==> src/rtl/ram_march_bist.sv <==
// ram_march_bist: March C- self-test initiator for a 16x8 synchronous RAM
module ram_march_bist #(
  parameter logic [7:0] PATTERN = 8'h00
) (
  input  logic       clk,
  input  logic       rst,
  input  logic       start,
  output logic       busy,
  output logic       done,
  output logic       pass,
  output logic [4:0] err_count,
  output logic [3:0] fail_addr,
  output logic [7:0] fail_data,
  output logic       ram_we,
  output logic       ram_re,
  output logic [3:0] ram_waddr,
  output logic [3:0] ram_raddr,
  output logic [7:0] ram_din,
  input  logic [7:0] ram_dout
);
  typedef enum logic [3:0] {IDLE, M0, M1, M2, M3, M4, M5, CHK, DONE} state_t;
  state_t state_q, state_d;
  logic [3:0] addr_q, addr_d, fa_q, fa_d, waddr_q, raddr_q;
  logic [4:0] err_q, err_d;
  logic [7:0] fd_q, fd_d, din_q, din_d;
  logic ph_q, ph_d, pass_q, pass_d, we_q, we_d, re_q, re_d;
  logic two, desc, last, run, cmp, mis, two_d, act_d;
  logic [7:0] exp_v;
  // next-state sequencing, read-data compare and registered RAM drive values
  always_comb begin
    state_d = state_q;
    addr_d = addr_q;
    ph_d = ph_q;
    two = state_q inside {M1, M2, M3, M4};
    desc = state_q inside {M3, M4};
    last = desc ? addr_q == 4'd0 : addr_q == 4'd15;
    run = state_q == IDLE && start;
    if (run) begin
      state_d = M0;
      addr_d = 4'd0;
      ph_d = 1'b0;
    end else if (state_q == CHK) state_d = DONE;
    else if (state_q == DONE) state_d = IDLE;
    else if (state_q != IDLE) begin
      if (two && !ph_q) ph_d = 1'b1;
      else begin
        ph_d = 1'b0;
        if (last) begin
          state_d = state_t'(state_q + 4'd1);
          addr_d = state_q inside {M2, M3} ? 4'd15 : 4'd0;
        end else addr_d = desc ? addr_q - 4'd1 : addr_q + 4'd1;
      end
    end
    cmp = (two && ph_q) || (state_q == M5 && addr_q != 4'd0) || state_q == CHK;
    exp_v = state_q inside {M2, M4} ? ~PATTERN : PATTERN;
    mis = cmp && ram_dout != exp_v;
    err_d = run ? 5'd0 : (mis && err_q != 5'd31) ? err_q + 5'd1 : err_q;
    fa_d = run ? 4'd0 : (mis && err_q == 5'd0) ? (two ? addr_q : addr_q - 4'd1) : fa_q;
    fd_d = run ? 8'd0 : (mis && err_q == 5'd0) ? ram_dout : fd_q;
    pass_d = run ? 1'b0 : state_d == DONE ? err_d == 5'd0 : pass_q;
    two_d = state_d inside {M1, M2, M3, M4};
    act_d = state_d inside {M0, M1, M2, M3, M4, M5};
    we_d = state_d == M0 || (two_d && ph_d);
    re_d = state_d == M5 || (two_d && !ph_d);
    din_d = !we_d ? 8'd0 : state_d inside {M1, M3} ? ~PATTERN : PATTERN;
  end
  // state, result and RAM-port registers
  always_ff @(posedge clk) begin
    if (rst) begin
      state_q <= IDLE;
      addr_q <= 4'd0;
      ph_q <= 1'b0;
      err_q <= 5'd0;
      fa_q <= 4'd0;
      fd_q <= 8'd0;
      pass_q <= 1'b0;
      we_q <= 1'b0;
      re_q <= 1'b0;
      waddr_q <= 4'd0;
      raddr_q <= 4'd0;
      din_q <= 8'd0;
    end else begin
      state_q <= state_d;
      addr_q <= addr_d;
      ph_q <= ph_d;
      err_q <= err_d;
      fa_q <= fa_d;
      fd_q <= fd_d;
      pass_q <= pass_d;
      we_q <= we_d;
      re_q <= re_d;
      waddr_q <= act_d ? addr_d : 4'd0;
      raddr_q <= act_d ? addr_d : 4'd0;
      din_q <= din_d;
    end
  end
  assign busy = state_q inside {M0, M1, M2, M3, M4, M5, CHK};
  assign done = state_q == DONE;
  assign pass = pass_q;
  assign err_count = err_q;
  assign fail_addr = fa_q;
  assign fail_data = fd_q;
  assign ram_we = we_q;
  assign ram_re = re_q;
  assign ram_waddr = waddr_q;
  assign ram_raddr = raddr_q;
  assign ram_din = din_q;
endmodule

==> config.mk <==
export PLATFORM = sky130hd
export DESIGN_NAME = ram_march_bist
export DESIGN_NICKNAME = d
export VERILOG_FILES = /design/src/rtl/ram_march_bist.sv
export SDC_FILE = /design/constraint.sdc
export NUM_CORES = 1
export LEC_CHECK = 0
export ABC_AREA = 1
export CORE_UTILIZATION = 50
export DETAILED_ROUTE_END_ITERATION = 8
export GPL_TIMING_DRIVEN = 0
export PLACE_DENSITY = 0.8
export SYNTH_ARGS = -nofsm -noshare
export SYNTH_HDL_FRONTEND = slang
export SYNTH_SLANG_ARGS = --single-unit
==> constraint.sdc <==
create_clock -name clk -period 2.3 [get_ports clk]
set_input_delay 0.46 -clock clk [delete_from_list [all_inputs] [get_ports clk]]
set_output_delay 0.46 -clock clk [all_outputs]
set_load 0.05 [all_outputs]
==> results.md, run 1 <==
* Max Fclk at 458.3 MHz
* DIE HEIGHT at 67.19 um
* Endpoint class of the critical path: output pin
* Synth Warn # at 0
* Leakage at 1.184 nW
* Routability congestion estimate at 0.8527
* Die width at 67.19 um
* Routed vias/inst at 4.986
* Post-DP HPWL at 3667 um
* Synth Area per Inst at 6.876 sq um
* Internal power at 1.008 mW
* IO Pins at 49
* Final worst slack at 118.2 ps
* Synth Flop Type: dfxtp_1
* DRC viols at 0
* Asr flop ratio synth at 0%
* Shortest period the worst path allows at 2182 ps
* Hold_sp: fail_addr[0]
* Starting DRT DRC Count at 148
* IO buf count at 48
* Max clock buf depth at 2
* CTS sink count at 34
* Unrepaired setup endpoints after global routing: false
* Critical Path Fanout Max at 5
* Overflow after GRT at 0
* Worst Path Class, Setup: reg2out
* Largest net degree at the start of global routing at 13
* Core box area at 4029 sq um
* Die area at 4514 sq um
* Actual slew at the worst max-slew pin at 515.8 ps
* Type of the worst min-delay path: reg2reg
* Flop pwr share at 43.6%
* Most frequent cells in the layout: nand2_1 (56), inv_1 (49), clkdlybuf4s50_1 (46)
* Arr. time, crit path at 1720 ps
* Antenna Nets Post-Route at 0
* Synth Register Bits at 34
* Std cell rows at 23
* DRT Wirelength at 4692 um
* Total setup buffers inserted after CTS at 0
* Root Driver: clkbuf_8
* Total CTS buffers at 5
* # Max-Cap Violations at 0
* Final setup fails at 0
* Max VDD drop at 482.1 uV
* Clock power frac at 39.8%
* Area of the multi-input gates at 1175 sq um
* Storage element area at 683.2 sq um
* Initial antenna violation count at 0
* Worst path required time at 1840 ps
* Max Clock Skew at 7.059 ps
* WL per Instance at 11.31 um
* Gr usage total at 22.18%
* PwrDens at 491.7 nW/um^2
* Post-place setup slack at -64.15 ps
* Post-cts hold buffer count at 0
* Final hold violations at 0
* Design Power at 1.388 mW
* Synth Net Count at 330
* First-pass detailed-route iteration total at 4
* CTS tree: done
* Number of library cell types mapped by synthesis at 32
* Switching part of the total at 27.34%
* NetSw at 0.3794 mW
* Status: finished clean
* Area Overhead vs Synth at 32.86%
* Post-synth EDFFs at 0
* Seq/Total Area, Yosys at 32.04%
* Vias in the first global route at 1,848
* Skew-Pair Late Insertion Delay at 290 ps
* Synthesized area at 2125 sq um
* Reg2reg path depth at 13
* Max-slew headroom at 65.51%
* Placed instance area at 2668 sq um
* Worst-path clk slew at 70 ps
* Htree depth at 2
* Inserted Diodes at 0
* Fin crit share at 94.86%
* Design area at 2823 sq um
* Commonest non-fill, non-tap cell in the layout: nand2_1
* Gate Count Post-Synth at 309
* CP startpoint: state_q[0]
* Slew Limit Fails at 0
* Routed vias at 2,069
* Share of cells above drive strength 1 at 13.97%
* Final core occ at 70.06%
* First-pass GRT wire length at 7514 um
* Worst Hold Depth at 2
* Reg2Reg Launch Point: state_q[0]
* Initial Utilization at 52.73%
* Final nets at 385
* Logic pwr share at 16.6%
* Fillers at 343
* Crit path launch type: flip-flop
-- Yosys cell counts, types with 4 or more instances --
library cell,count,area share [%]
ha_1,10,5.9
nand3_1,19,4.5
o22ai_1,4,1.2
clkbuf_1,4,0.71
nor2_1,34,6.0
xor2_1,5,2.1
nand2_2,4,1.2
nand4_1,9,2.6
buf_4,11,3.9
dfxtp_1,34,32
o21ai_0,18,4.2
o21ai_2,4,1.6
inv_1,51,9.0
a21oi_1,22,5.2
nand3_2,4,1.9
nand2_1,56,9.9
-- power groups by stage --
stage               Sequential [mW]  Combinational [mW]  Clock (mW)
global placement              0.617               0.221           0
finish                        0.605               0.231       0.552
floorplan                     0.630               0.139           0
global route                  0.607               0.248       0.593
CTS                           0.604               0.223       0.562
detailed placement            0.617               0.223           0
-- metal layers --
metal | up-vias | wire length (um) | track usage (%)
met5 | - | 0 | 0
met3 | 7 | 292 | 5.236
met1 | 906 | 2139 | 26.80
li1 | 1094 | - | -
met2 | 62 | 2186 | 37.25
met4 | 0 | 73 | 9.574
-- registers in the layout, summed over array words and instances (netlist names) --
| register | count |
|---|---|
| ph_q | 1 |
| state_q | 4 |
| ram_din | 1 |
| pass | 1 |
| fail_addr | 4 |
| addr_q | 4 |
| fail_data | 8 |
| ram_re | 1 |
| ram_raddr | 4 |
| ram_we | 1 |
| err_count | 5 |
-- timing repair --
action | 4_1_cts | 5_1_grt
setup endpoints to repair | 2 | 26
resized for setup | 4 | 13
pin swaps | 0 | 0
-- final timing paths --
path / endpoint / slack, ps
max: busy / 120
min: fail_addr[0] / 440
max reg2reg: ram_raddr[3] / 190
min reg2reg: fail_addr[0] / 440
-- cell families after synthesis --
| kind of cell | share of synthesized area (%) |
|---|---|
| simple gates | 31.15 |
| buf+inv | 14.55 |
| compound gates | 13.90 |
| flops | 32.04 |
| fa+ha+maj | 5.889 |
| xor+xnor | 2.473 |
-- critical path: stages (launching register included) --
cell and delay [ps]:
dfxtp_2 400, ha_2 240, inv_1 80, nor2_1 140, inv_1 120, nand4_1 90
clkdlybuf4s18_2 370
-- layout make-up --
type                            count  share of cell area, %
Clock inverter                      3                  1.596
Tap cell                           50                  2.216
Buffer                             17                  4.034
Timing Repair Buffer               48                  16.98
Clock buffer                        5                  2.438
Inverter                           52                  6.915
Sequential cell                    34                  24.20
Multi-Input combinational cell    206                  41.62
-- metrics by stage --
| step | setup TNS, ps | hold slack (ps) | instances |
|---|---|---|---|
| 3_3_place_gp | -46.77 | 432.0 | 407 |
| 3_5_place_dp | -163.0 | 434.6 | 407 |
| 6_report | 0 | 442.2 | 415 |
| 4_1_cts | 0 | 445.3 | 415 |
| 5_1_grt | 0 | 458.0 | 415 |
| 2_1_floorplan | 0 | 529.1 | 309 |
(Power assumes the default switching activity.)
==> run 2, diff against run 1 <==
--- a/config.mk
+++ b/config.mk
@@ -6,10 +6,12 @@
 export NUM_CORES = 1
 export LEC_CHECK = 0
 export ABC_AREA = 1
-export CORE_UTILIZATION = 50
+export ABC_CLOCK_PERIOD_IN_PS = 2300
+export CORE_UTILIZATION = 33
 export DETAILED_ROUTE_END_ITERATION = 8
 export GPL_TIMING_DRIVEN = 0
-export PLACE_DENSITY = 0.8
+export MAX_ROUTING_LAYER = met4
+export PLACE_DENSITY = 0.57
 export SYNTH_ARGS = -nofsm -noshare
 export SYNTH_HDL_FRONTEND = slang
 export SYNTH_SLANG_ARGS = --single-unit
==> run 2 against run 1 <==
  * Cell area up 0.35%
  * Setup slack better by 30 ps
  * Non-clock buffer count stayed put
  * Sequential power about the same
  * Cell count grew 5.8%
  * Highest routed layer unchanged
==> results.md, run 2 (synthesis gave the netlist of run 1 again) <==
* IO Pins at 49 (unchanged)
* CTS sink count at 34 (unchanged)
* Htree depth at 2 (unchanged)
* # Max-Cap Violations at 0 (unchanged)
* Hold_ws at 445.5 ps (was 442.2 ps)
* Design area at 2833 sq um (was 2823 sq um)
* Status: finished clean (unchanged)
* Worst-path clk slew at 70 ps (about the same)
* Vias in the first global route at 1,880 (was 1,848)
* Storage element area at 686.9 sq um (was 683.2 sq um)
* Actual slew at the worst max-slew pin at 524.3 ps (was 515.8 ps)
* Max-slew headroom at 65.05% (was 65.51%)
* DIE HEIGHT at 82.24 um (was 67.19 um)
* First-pass GRT wire length at 8376 um (was 7514 um)
* IO buf count at 48 (unchanged)
* Post-cts hold buffer count at 0 (unchanged)
* Share of cells above drive strength 1 at 14.84% (was 13.97%)
* First-pass detailed-route iteration total at 4 (unchanged)
* Internal power at 0.8880 mW (was 1.008 mW)
* Max Clock Skew at 3.474 ps (was 7.059 ps)
* Total CTS buffers at 5 (unchanged)
* Routability congestion estimate at 0.8503 (was 0.8527)
* Final core occ at 46.74% (was 70.06%)
* Most frequent cells in the layout: nand2_1 (56), inv_1 (48), clkdlybuf4s50_1 (46) (was nand2_1 (56), inv_1 (49), clkdlybuf4s50_1 (46))
* Switching part of the total at 28.67% (was 27.34%)
* Fillers at 644 (was 343)
* Final setup fails at 0 (unchanged)
* Max Fclk at 464.8 MHz (was 458.3 MHz)
* WL per Instance at 11.41 um (was 11.31 um)
* Initial antenna violation count at 0 (unchanged)
* Placed instance area at 2699 sq um (was 2668 sq um)
* Max clock buf depth at 2 (unchanged)
* Largest net degree at the start of global routing at 11 (was 13)
* Final worst slack at 148.5 ps (was 118.2 ps)
* Skew-Pair Late Insertion Delay at 280 ps (was 290 ps)
* Routed vias at 2,035 (was 2,069)
* Initial Utilization at 35.05% (was 52.73%)
* Inserted Diodes at 0 (unchanged)
* Area Overhead vs Synth at 33.33% (was 32.86%)
* Type of the worst min-delay path: reg2reg (unchanged)
* Worst path required time at 1840 ps (about the same)
* Leakage at 1.190 nW (was 1.184 nW)
* Critical Path Fanout Max at 8 (was 5)
* Std cell rows at 28 (was 23)
* Die width at 82.24 um (was 67.19 um)
* Routed vias/inst at 4.636 (was 4.986)
* Unrepaired setup endpoints after global routing: false (unchanged)
* Max FFs per register at 8 (unchanged)
* PwrDens at 439.5 nW/um^2 (was 491.7 nW/um^2)
* Gr usage total at 16.52% (was 22.18%)
* NetSw at 0.3570 mW (was 0.3794 mW)
* Overflow after GRT at 0 (unchanged)
* Logic pwr share at 18.5% (was 16.6%)
* Arr. time, crit path at 1690 ps (was 1720 ps)
* Fin crit share at 93.54% (was 94.86%)
* Core box area at 6061 sq um (was 4029 sq um)
* Post-place setup slack at -90.74 ps (was -64.15 ps)
* Root Driver: clkbuf_8 (unchanged)
* Starting DRT DRC Count at 57 (was 148)
* Crit path launch type: flip-flop (unchanged)
* Max VDD drop at 341.6 uV (was 482.1 uV)
* Die area at 6763 sq um (was 4514 sq um)
* Antenna Nets Post-Route at 0 (unchanged)
* CTS tree: done (unchanged)
* Endpoint class of the critical path: output pin (unchanged)
* Worst Path Class, Setup: reg2out (unchanged)
* Flop pwr share at 48.7% (was 43.6%)
* DRT Wirelength at 5009 um (was 4692 um)
* Post-DP HPWL at 3951 um (was 3667 um)
* DRC viols at 0 (unchanged)
* Setup slack, reg-to-reg at 190 ps (about the same)
* Final hold violations at 0 (unchanged)
* Clock power frac at 32.8% (was 39.8%)
* Commonest non-fill, non-tap cell in the layout: nand2_1 (unchanged)
* Slew Limit Fails at 0 (unchanged)
* Area of the multi-input gates at 1185 sq um (was 1175 sq um)
* Final nets at 385 (unchanged)
* Shortest period the worst path allows at 2151 ps (was 2182 ps)
## run 2: power by group through the flow
stage,logic (mW),clock network (mW),registers [mW]
2_1_floorplan,0.139,0,0.630
3_3_place_gp,0.225,0,0.618
3_5_place_dp,0.224,0,0.618
4_1_cts,0.227,0.432,0.605
5_1_grt,0.253,0.452,0.607
6_report,0.230,0.409,0.606
## run 2: path summary, 6_finish.rpt
check | startpoint | endpoint | cells past startpoint
max | ram_din[6] | ram_din[6] | 2
min | fail_data[5] | fail_data[5] | 2
max reg2reg | state_q[1] | ram_raddr[3] | 16
min reg2reg | fail_data[5] | fail_data[5] | 2
## run 2: final cells by class
cell class	count	share of cell area, %
plain buffers	16	3.931
clock buffers	5	2.429
clock inverters	2	0.3534
inverters	52	6.890
multi-input cells	206	41.83
flip-flops and latches	34	24.25
well taps	75	3.313
repair buffers	49	17.01
## run 2: per-layer routing
metal	global-route usage (%)	part of all wire [%]	vias to the layer above
met5	-	0	-
met4	3.158	0.38	0
met3	3.297	4.6	2
met2	27.19	45	49
met1	20.99	50	896
li1	-	-	1088
## run 2: per-stage QoR
stage / setup TNS, ps / std cells / power (mW)
after global placement: -690.7 / 432 / 0.8424
after detailed placement: -553.8 / 432 / 0.8417
after floorplan: 0 / 309 / 0.7695
after global routing: 0 / 439 / 1.312
after CTS: 0 / 439 / 1.264
final: 0 / 439 / 1.245
## run 2: what timing repair did
action / in CTS / in global routing
endpoints found under the setup margin: 5 / 24
pin swaps: 0 / 1
resized for setup: 7 / 17
buffers inserted: 0 / 1
## run 2: worst max-delay path, cell delays in order (launching register included)
cell and delay (ps):
dfxtp_1 470, buf_4 160, clkdlybuf4s50_1 790
==> run 3, diff against run 2 <==
--- a/config.mk
+++ b/config.mk
@@ -7,6 +7,7 @@
 export LEC_CHECK = 0
 export ABC_AREA = 1
 export ABC_CLOCK_PERIOD_IN_PS = 2300
+export CAP_MARGIN = 0
 export CORE_UTILIZATION = 33
 export DETAILED_ROUTE_END_ITERATION = 8
 export GPL_TIMING_DRIVEN = 0
==> results of run 3 <==
The final DEF is identical to that of run 2; final timing and power are the same.
